## src/rtl/wb_pkg.sv

```systemverilog
// Shared writeback definitions: source-select encoding and sequencer state enum.
// Also used by the main control and the writeback mux.
package wb_pkg;

    localparam logic [2:0] WB_ALU   = 3'b000;
    localparam logic [2:0] WB_LS    = 3'b001;
    localparam logic [2:0] WB_SHIFT = 3'b010;
    localparam logic [2:0] WB_MUX10 = 3'b011;
    localparam logic [2:0] WB_LUI   = 3'b100;
    localparam logic [2:0] WB_SEXT1 = 3'b101;
    localparam logic [2:0] WB_C227  = 3'b110;
    localparam logic [2:0] WB_RSVD  = 3'b111;

    typedef enum logic [1:0] {
        S_IDLE  = 2'd0,
        S_WAIT  = 2'd1,
        S_WRITE = 2'd2,
        S_ERR   = 2'd3
    } wb_state_t;

endpackage

```

## src/rtl/wb_sequencer.sv

```systemverilog
// Writeback sequencer: latches one request, waits for a multicycle source, issues a one-cycle RegWrite.
// Latency: immediate sources write 1 cycle after accept; waited sources 1 cycle after done, abort after TIMEOUT wait cycles.
// Backpressure: wb_ready is high only in IDLE; the requester holds wb_req until it is accepted.
module wb_sequencer
    import wb_pkg::*;
#(
    parameter int TIMEOUT = 16,
    parameter int CW      = 5
) (
    input  logic       clk,
    input  logic       reset,
    input  logic       wb_req,
    input  logic [2:0] wb_src,
    input  logic [4:0] wb_dst,
    input  logic       mem_done,
    input  logic       shift_done,
    output logic       wb_ready,
    output logic [2:0] w_MemToReg,
    output logic [4:0] w_WriteReg,
    output logic       w_RegWrite,
    output logic       wb_done,
    output logic       wb_err
);

    wb_state_t       state, state_nxt;
    logic [CW-1:0]   cnt;
    logic            accept;
    logic            src_done;
    logic            timed_out;

    assign accept    = (state == S_IDLE) && wb_req;
    assign timed_out = (cnt == CW'(TIMEOUT - 1));

    // Only the done signal belonging to the latched source counts.
    always_comb begin
        src_done = 1'b0;
        if (w_MemToReg == WB_LS)
            src_done = mem_done;
        else if (w_MemToReg == WB_SHIFT)
            src_done = shift_done;
    end

    always_ff @(posedge clk or posedge reset) begin
        if (reset) begin
            state      <= S_IDLE;
            w_MemToReg <= WB_ALU;
            w_WriteReg <= 5'd0;
            cnt        <= '0;
        end else begin
            state <= state_nxt;
            if (accept) begin
                w_MemToReg <= wb_src;
                w_WriteReg <= wb_dst;
                cnt        <= '0;
            end else if (state == S_WAIT) begin
                cnt <= cnt + 1'b1;
            end
        end
    end

    always_comb begin
        state_nxt = state;
        case (state)
            S_IDLE: begin
                if (wb_req) begin
                    if (wb_src == WB_RSVD)
                        state_nxt = S_ERR;
                    else if (wb_src == WB_LS || wb_src == WB_SHIFT)
                        state_nxt = S_WAIT;
                    else
                        state_nxt = S_WRITE;
                end
            end
            // Done takes priority over a coincident timeout.
            S_WAIT: begin
                if (src_done)
                    state_nxt = S_WRITE;
                else if (timed_out)
                    state_nxt = S_ERR;
            end
            S_WRITE: state_nxt = S_IDLE;
            S_ERR:   state_nxt = S_IDLE;
            default: state_nxt = S_IDLE;
        endcase
    end

    assign wb_ready   = (state == S_IDLE);
    assign wb_done    = (state == S_WRITE);
    assign wb_err     = (state == S_ERR);
    assign w_RegWrite = (state == S_WRITE) && (w_WriteReg != 5'd0);

endmodule

```

## config.mk

```make
export PLATFORM = sky130hd
export DESIGN_NAME = wb_sequencer
export DESIGN_NICKNAME = d
export VERILOG_FILES = /design/src/rtl/wb_pkg.sv /design/src/rtl/wb_sequencer.sv
export SDC_FILE = /design/constraint.sdc
export NUM_CORES = 1
export LEC_CHECK = 0
export ABC_AREA = 1
export CORE_MARGIN = 2
export CORE_UTILIZATION = 50
export DETAILED_ROUTE_END_ITERATION = 6
export DONT_BUFFER_PORTS = 1
export PLACE_DENSITY = 0.69
export SYNTH_ARGS = -nofsm -noshare
export SYNTH_HDL_FRONTEND = slang
export SYNTH_SLANG_ARGS = --single-unit
```

## constraint.sdc

```tcl
create_clock -name clk -period 1.32 [get_ports clk]
set_clock_uncertainty 0.2 [all_clocks]
set_input_delay 0.066 -clock clk [delete_from_list [all_inputs] [get_ports clk]]
set_output_delay 0.066 -clock clk [all_outputs]
set_load 0.05 [all_outputs]
```

# After elaboration in Yosys (flattened, before gate mapping)
# Cells that the tools add are included.
dict set report word_totals {
  regBits 15
  in_bits 13
  output_inout_bits 12
}
dict set report classes {
  eq_ne 11
  reduce_logical 8
  mux 10
  addsub 1
}
# cell count
set op_table {}
lappend op_table {{two-way mux 2 bit} 5}
lappend op_table {{two-way mux 5 bit} 2}
lappend op_table {{== test 3 x 1 -> 1 bit (second input constant)} 2}
lappend op_table {{== test 3 x 2 -> 1 bit (second input constant)} 2}
lappend op_table {{one-hot mux 2 bit (3 select lines)} 1}
lappend op_table {{adder 5 x 1 -> 5 bit (second input constant)} 1}
lappend op_table {{== test 5 x 4 -> 1 bit (second input constant)} 1}
lappend op_table {{nonzero test 5 bit} 1}
lappend op_table {{== test 2 bit (second input constant)} 2}
lappend op_table {{== test 3 bit (second input constant)} 1}
lappend op_table {{inequality test 3 bit (second input constant)} 1}
lappend op_table {{== test 2 x 1 -> 1 bit (second input constant)} 1}
lappend op_table {{logical AND 1 bit} 2}
lappend op_table {{logical NOT 2 bit} 1}
lappend op_table {{two-way mux 1 bit} 2}
lappend op_table {{inequality test 2 bit (second input constant)} 1}
lappend op_table {{AND reduction 2 bit} 1}
lappend op_table {{nonzero test 2 bit} 1}
lappend op_table {{OR reduction 2 bit} 1}
lappend op_table {{logical OR 1 bit} 1}

# Depth between registers and ports, before layout
dict set report logic_depth {
  depth_word 6
  mapped_depth 8
}

# Worst setup path after synthesis
# OpenSTA, ideal clock, no wires.
dict set report synth_path {
  kind {flip-flop to output port}
  start {reg state[1]}
  end {out w_RegWrite}
  slack_ns -0.626
  t_required_ns 1.054
  path_stages_with_launch 5
  t_arrival_ns 1.680
  path_cell_list {dfrtp_1 inv_1 nor2_1 o21ai_0 inv_1}
}
dict set report synth_via {
  elab_chain_cells 2
}
# item line
set synth_rtl {}
lappend synth_rtl {{start: declaration} wb_sequencer.sv:25} ;# wb_state_t state, state_nxt;
lappend synth_rtl {{start signal: assignment} wb_sequencer.sv:50} ;# state <= state_nxt;
lappend synth_rtl {{== test 2 bit} -}
lappend synth_rtl {{via wb_done} wb_sequencer.sv:21} ;# output logic wb_done,
lappend synth_rtl {{logical AND 1 bit} wb_sequencer.sv:90} ;# assign w_RegWrite = (state == S_WRITE) && (w_WriteReg != 5'd0);
lappend synth_rtl {{end: declaration} wb_sequencer.sv:20} ;# output logic w_RegWrite,
# The timed path passes the listed nets, and every way through them passes these cells.

# Worst setup path in the final report
dict set report layout_path {
  start {reg w_WriteReg[0]}
  end {out w_RegWrite}
}
dict set report layout_via {
  elab_chain_cells 2
}
# item line
set layout_rtl {}
lappend layout_rtl {{start: declaration} wb_sequencer.sv:19} ;# output logic [4:0] w_WriteReg,
lappend layout_rtl {{start signal: assignment} wb_sequencer.sv:53} ;# w_WriteReg <= wb_dst;
lappend layout_rtl {{nonzero test 5 bit} wb_sequencer.sv:90}
lappend layout_rtl {{logical AND 1 bit} wb_sequencer.sv:90}
# Every way passes these cells.

==> results.json <==
{
  "fin_cells": 151,
  "crit_required_ns": 1.05,
  "numCtsBuffers": 3,
  "multi_input_area_um2": 389,
  "crit_arrival_ns": 1.27,
  "portBuffers": 0,
  "layout_commonest_cell": "buf_4",
  "relSlewSlack": 0.626,
  "cts.sinks": 15,
  "powerDensity_nw_per_um2": 2530,
  "crit_chain": "nor2_2 > nand2_1 > o21ai_1 > inv_1 > buf_12",
  "min_path_type": "input port to asynchronous set/reset pin",
  "ir_drop_v": 0.00173,
  "cap_violations": 0,
  "cts.reportedPaths.clkPinSlew_ns": 0.09,
  "violations": "negative setup slack",
  "ff_latch_area_um2": 379,
  "final_area_um2": 1280,
  "drv_slew": 0,
  "grt_pass1_vias": 773,
  "grtUsageMet3": 0.0255,
  "leakagePower_nw": 0.656,
  "antenna_found_initial": 0,
  "critical_path.top_delay_family": "flip-flops",
  "place_inst": 126,
  "r2r_end": "w_WriteReg[1]$_DFFE_PP0P_",
  "tightest_slew_ns": 0.561,
  "hpwl_um": 1180,
  "finalWirelength_um": 2240,
  "reg2reg_depth": 4,
  "grt_use_met1": 0.264,
  "fin_nets": 151,
  "synth_seq_area_share": 0.487,
  "final_cell_mix": "buf_4 (20), nand2_1 (18), inv_1 (17)",
  "syn-instance-count": 91,
  "rsz0062_at_grt": "true",
  "die-area_um2": 1870,
  "ys_ff_latch": 15,
  "setup_viol": 19,
  "drive_gt1_frac": 0.459,
  "place_area_um2": 952,
  "overflow": 0,
  "start_kind": "flop",
  "rows": 14,
  "pre_cts_slack_ns": -0.0946,
  "htreeDepth": 1,
  "dr.first_iter.drc_count": 4,
  "fin_total_pwr_mw": 3.24,
  "fp.dieW_um": 43.3,
  "yosysWarningCount": 0,
  "synth.avg_cell_area_um2": 8.47,
  "drc_errors": 0,
  "grt_max_degree": 16,
  "synth_area_um2": 771,
  "fin_ws_ns": -0.219,
  "yosysUniqueCellTypes": 15,
  "grt.met2_usage": 0.421,
  "worstSkewPairLatency_ns": 0.29,
  "post-route-period-util": 1.17,
  "wl_per_cell_um": 14.9,
  "max_freq_ghz": 0.650,
  "grt_pass1_wl_um": 3140,
  "via_per_inst": 5.03,
  "drtPass1Iterations": 4,
  "grt_busiest_layer": "met2",
  "place_congestion": 0.776,
  "syn-num-nets": 106,
  "cts_buffer_depth": 2,
  "max_stage_delay_ns": 0.41,
  "whs_ns": 0.0558,
  "worstSetupPathType": "flop to primary output",
  "ios": 25,
  "r2r-start": "state[1]$_DFFE_PP0P_",
  "ff2ff_setup_slack_ns": -0.21,
  "cp_max_fo": 2,
  "coreArea_um2": 1470,
  "setup_tns_ns": -2.59,
  "areaGrowthSynthToFinish_pct": 66.1,
  "crit_path_end_kind": "primary output",
  "detail-route-antenna-nets": 0,
  "die_h_um": 43.3,
  "crit_buf_inv": 2,
  "antenna_cells": 0,
  "clock_tree.root_cell": "clkbuf_4",
  "tritoncts": "done",
  "fin_util": 0.870,
  "vias": 760,
  "n_fill_cell": 80,
  "setup.worst_path.start": "w_WriteReg[0]$_DFFE_PP0P_",
  "hold_viol_final": 0,
  "status": "finished, violations left",
  "start_util": 0.524,
  "worst_path_max_delay_cell": "dfrtp_1",
  "period_needed_ns": 1.54,
  "track_usage": 0.233
}
[synth_stat cells]
library cell	number	area share
nand2_1	22	0.11
inv_1	21	0.10
dfrtp_1	15	0.49
o21ai_0	9	0.058
nor2_1	6	0.029
nand3_1	4	0.026
mux2_2	3	0.044
ha_1	2	0.032
mux2_4	2	0.039
o22ai_1	2	0.016
a21oi_1	1	0.0065
buf_6	1	0.015
nand2_4	1	0.015
nand4_1	1	0.0081
nor2_4	1	0.015
[power by group]
part	leakage, nW	switching [mW]	internal [mW]
sequential	0.186	0.157	0.644
clock	0.0150	0.154	0.118
combinational	0.455	1.26	0.904
[flip-flops by register name, indices dropped and copies added, names as in the netlist]
name / cells
cnt: 5
w_MemToReg: 3
state: 2
w_WriteReg: 5
[worst register-to-register path: cells and delay by family, from the launching register on]
family | cells | cell delay (ns)
flip-flops | 1 | 0.44
multiplexers | 1 | 0.32
AND/OR/NAND/NOR | 2 | 0.31
buffers and inverters | 1 | 0.15
[layout make-up]
type	instances	share of cell area
Clock buffer	4	0.0205
Inverter	21	0.0635
Multi-Input combinational cell	54	0.304
Sequential cell	15	0.296
Tap cell	16	0.0156
Timing Repair Buffer	41	0.300
[what timing repair did]
| item | in CTS | in global routing |
|---|---|---|
| endpoints found under the hold margin | 30 | 0 |
| endpoints found under the setup margin | 13 | 19 |
| pin swaps | 5 | 6 |
| gates resized for setup | 23 | 18 |
| buffers inserted | 5 | 4 |
| gates cloned | 0 | 0 |
| hold buffers | 12 | 0 |
[logic make-up after synthesis]
family          Yosys count  share of synthesized area
flops                    15                      0.487
simple gates             35                      0.200
fa+ha+maj                 2                     0.0325
compound gates           12                     0.0812
buf+inv                  22                      0.117
mux                       5                     0.0828
[worst max-delay path by stage]
stage | cells past startpoint | slack [ns] | end
after detailed placement | 5 | -0.09 | cnt[4]$_DFFE_PP0P_
final | 5 | -0.22 | w_RegWrite
after global routing | 5 | -0.29 | w_RegWrite
after CTS | 6 | -0.22 | w_RegWrite
after floorplan | 4 | -0.30 | w_WriteReg[0]$_DFFE_PP0P_
after global placement | 5 | -0.04 | cnt[4]$_DFFE_PP0P_
[routing by layer]
layer / up-vias / wire, um
met4: 0 / 58
met2: 24 / 1230
met1: 356 / 864
li1: 373 / -
met3: 7 / 87
met5: - / 0
Note: power is estimated with default switching activity, not from simulation.
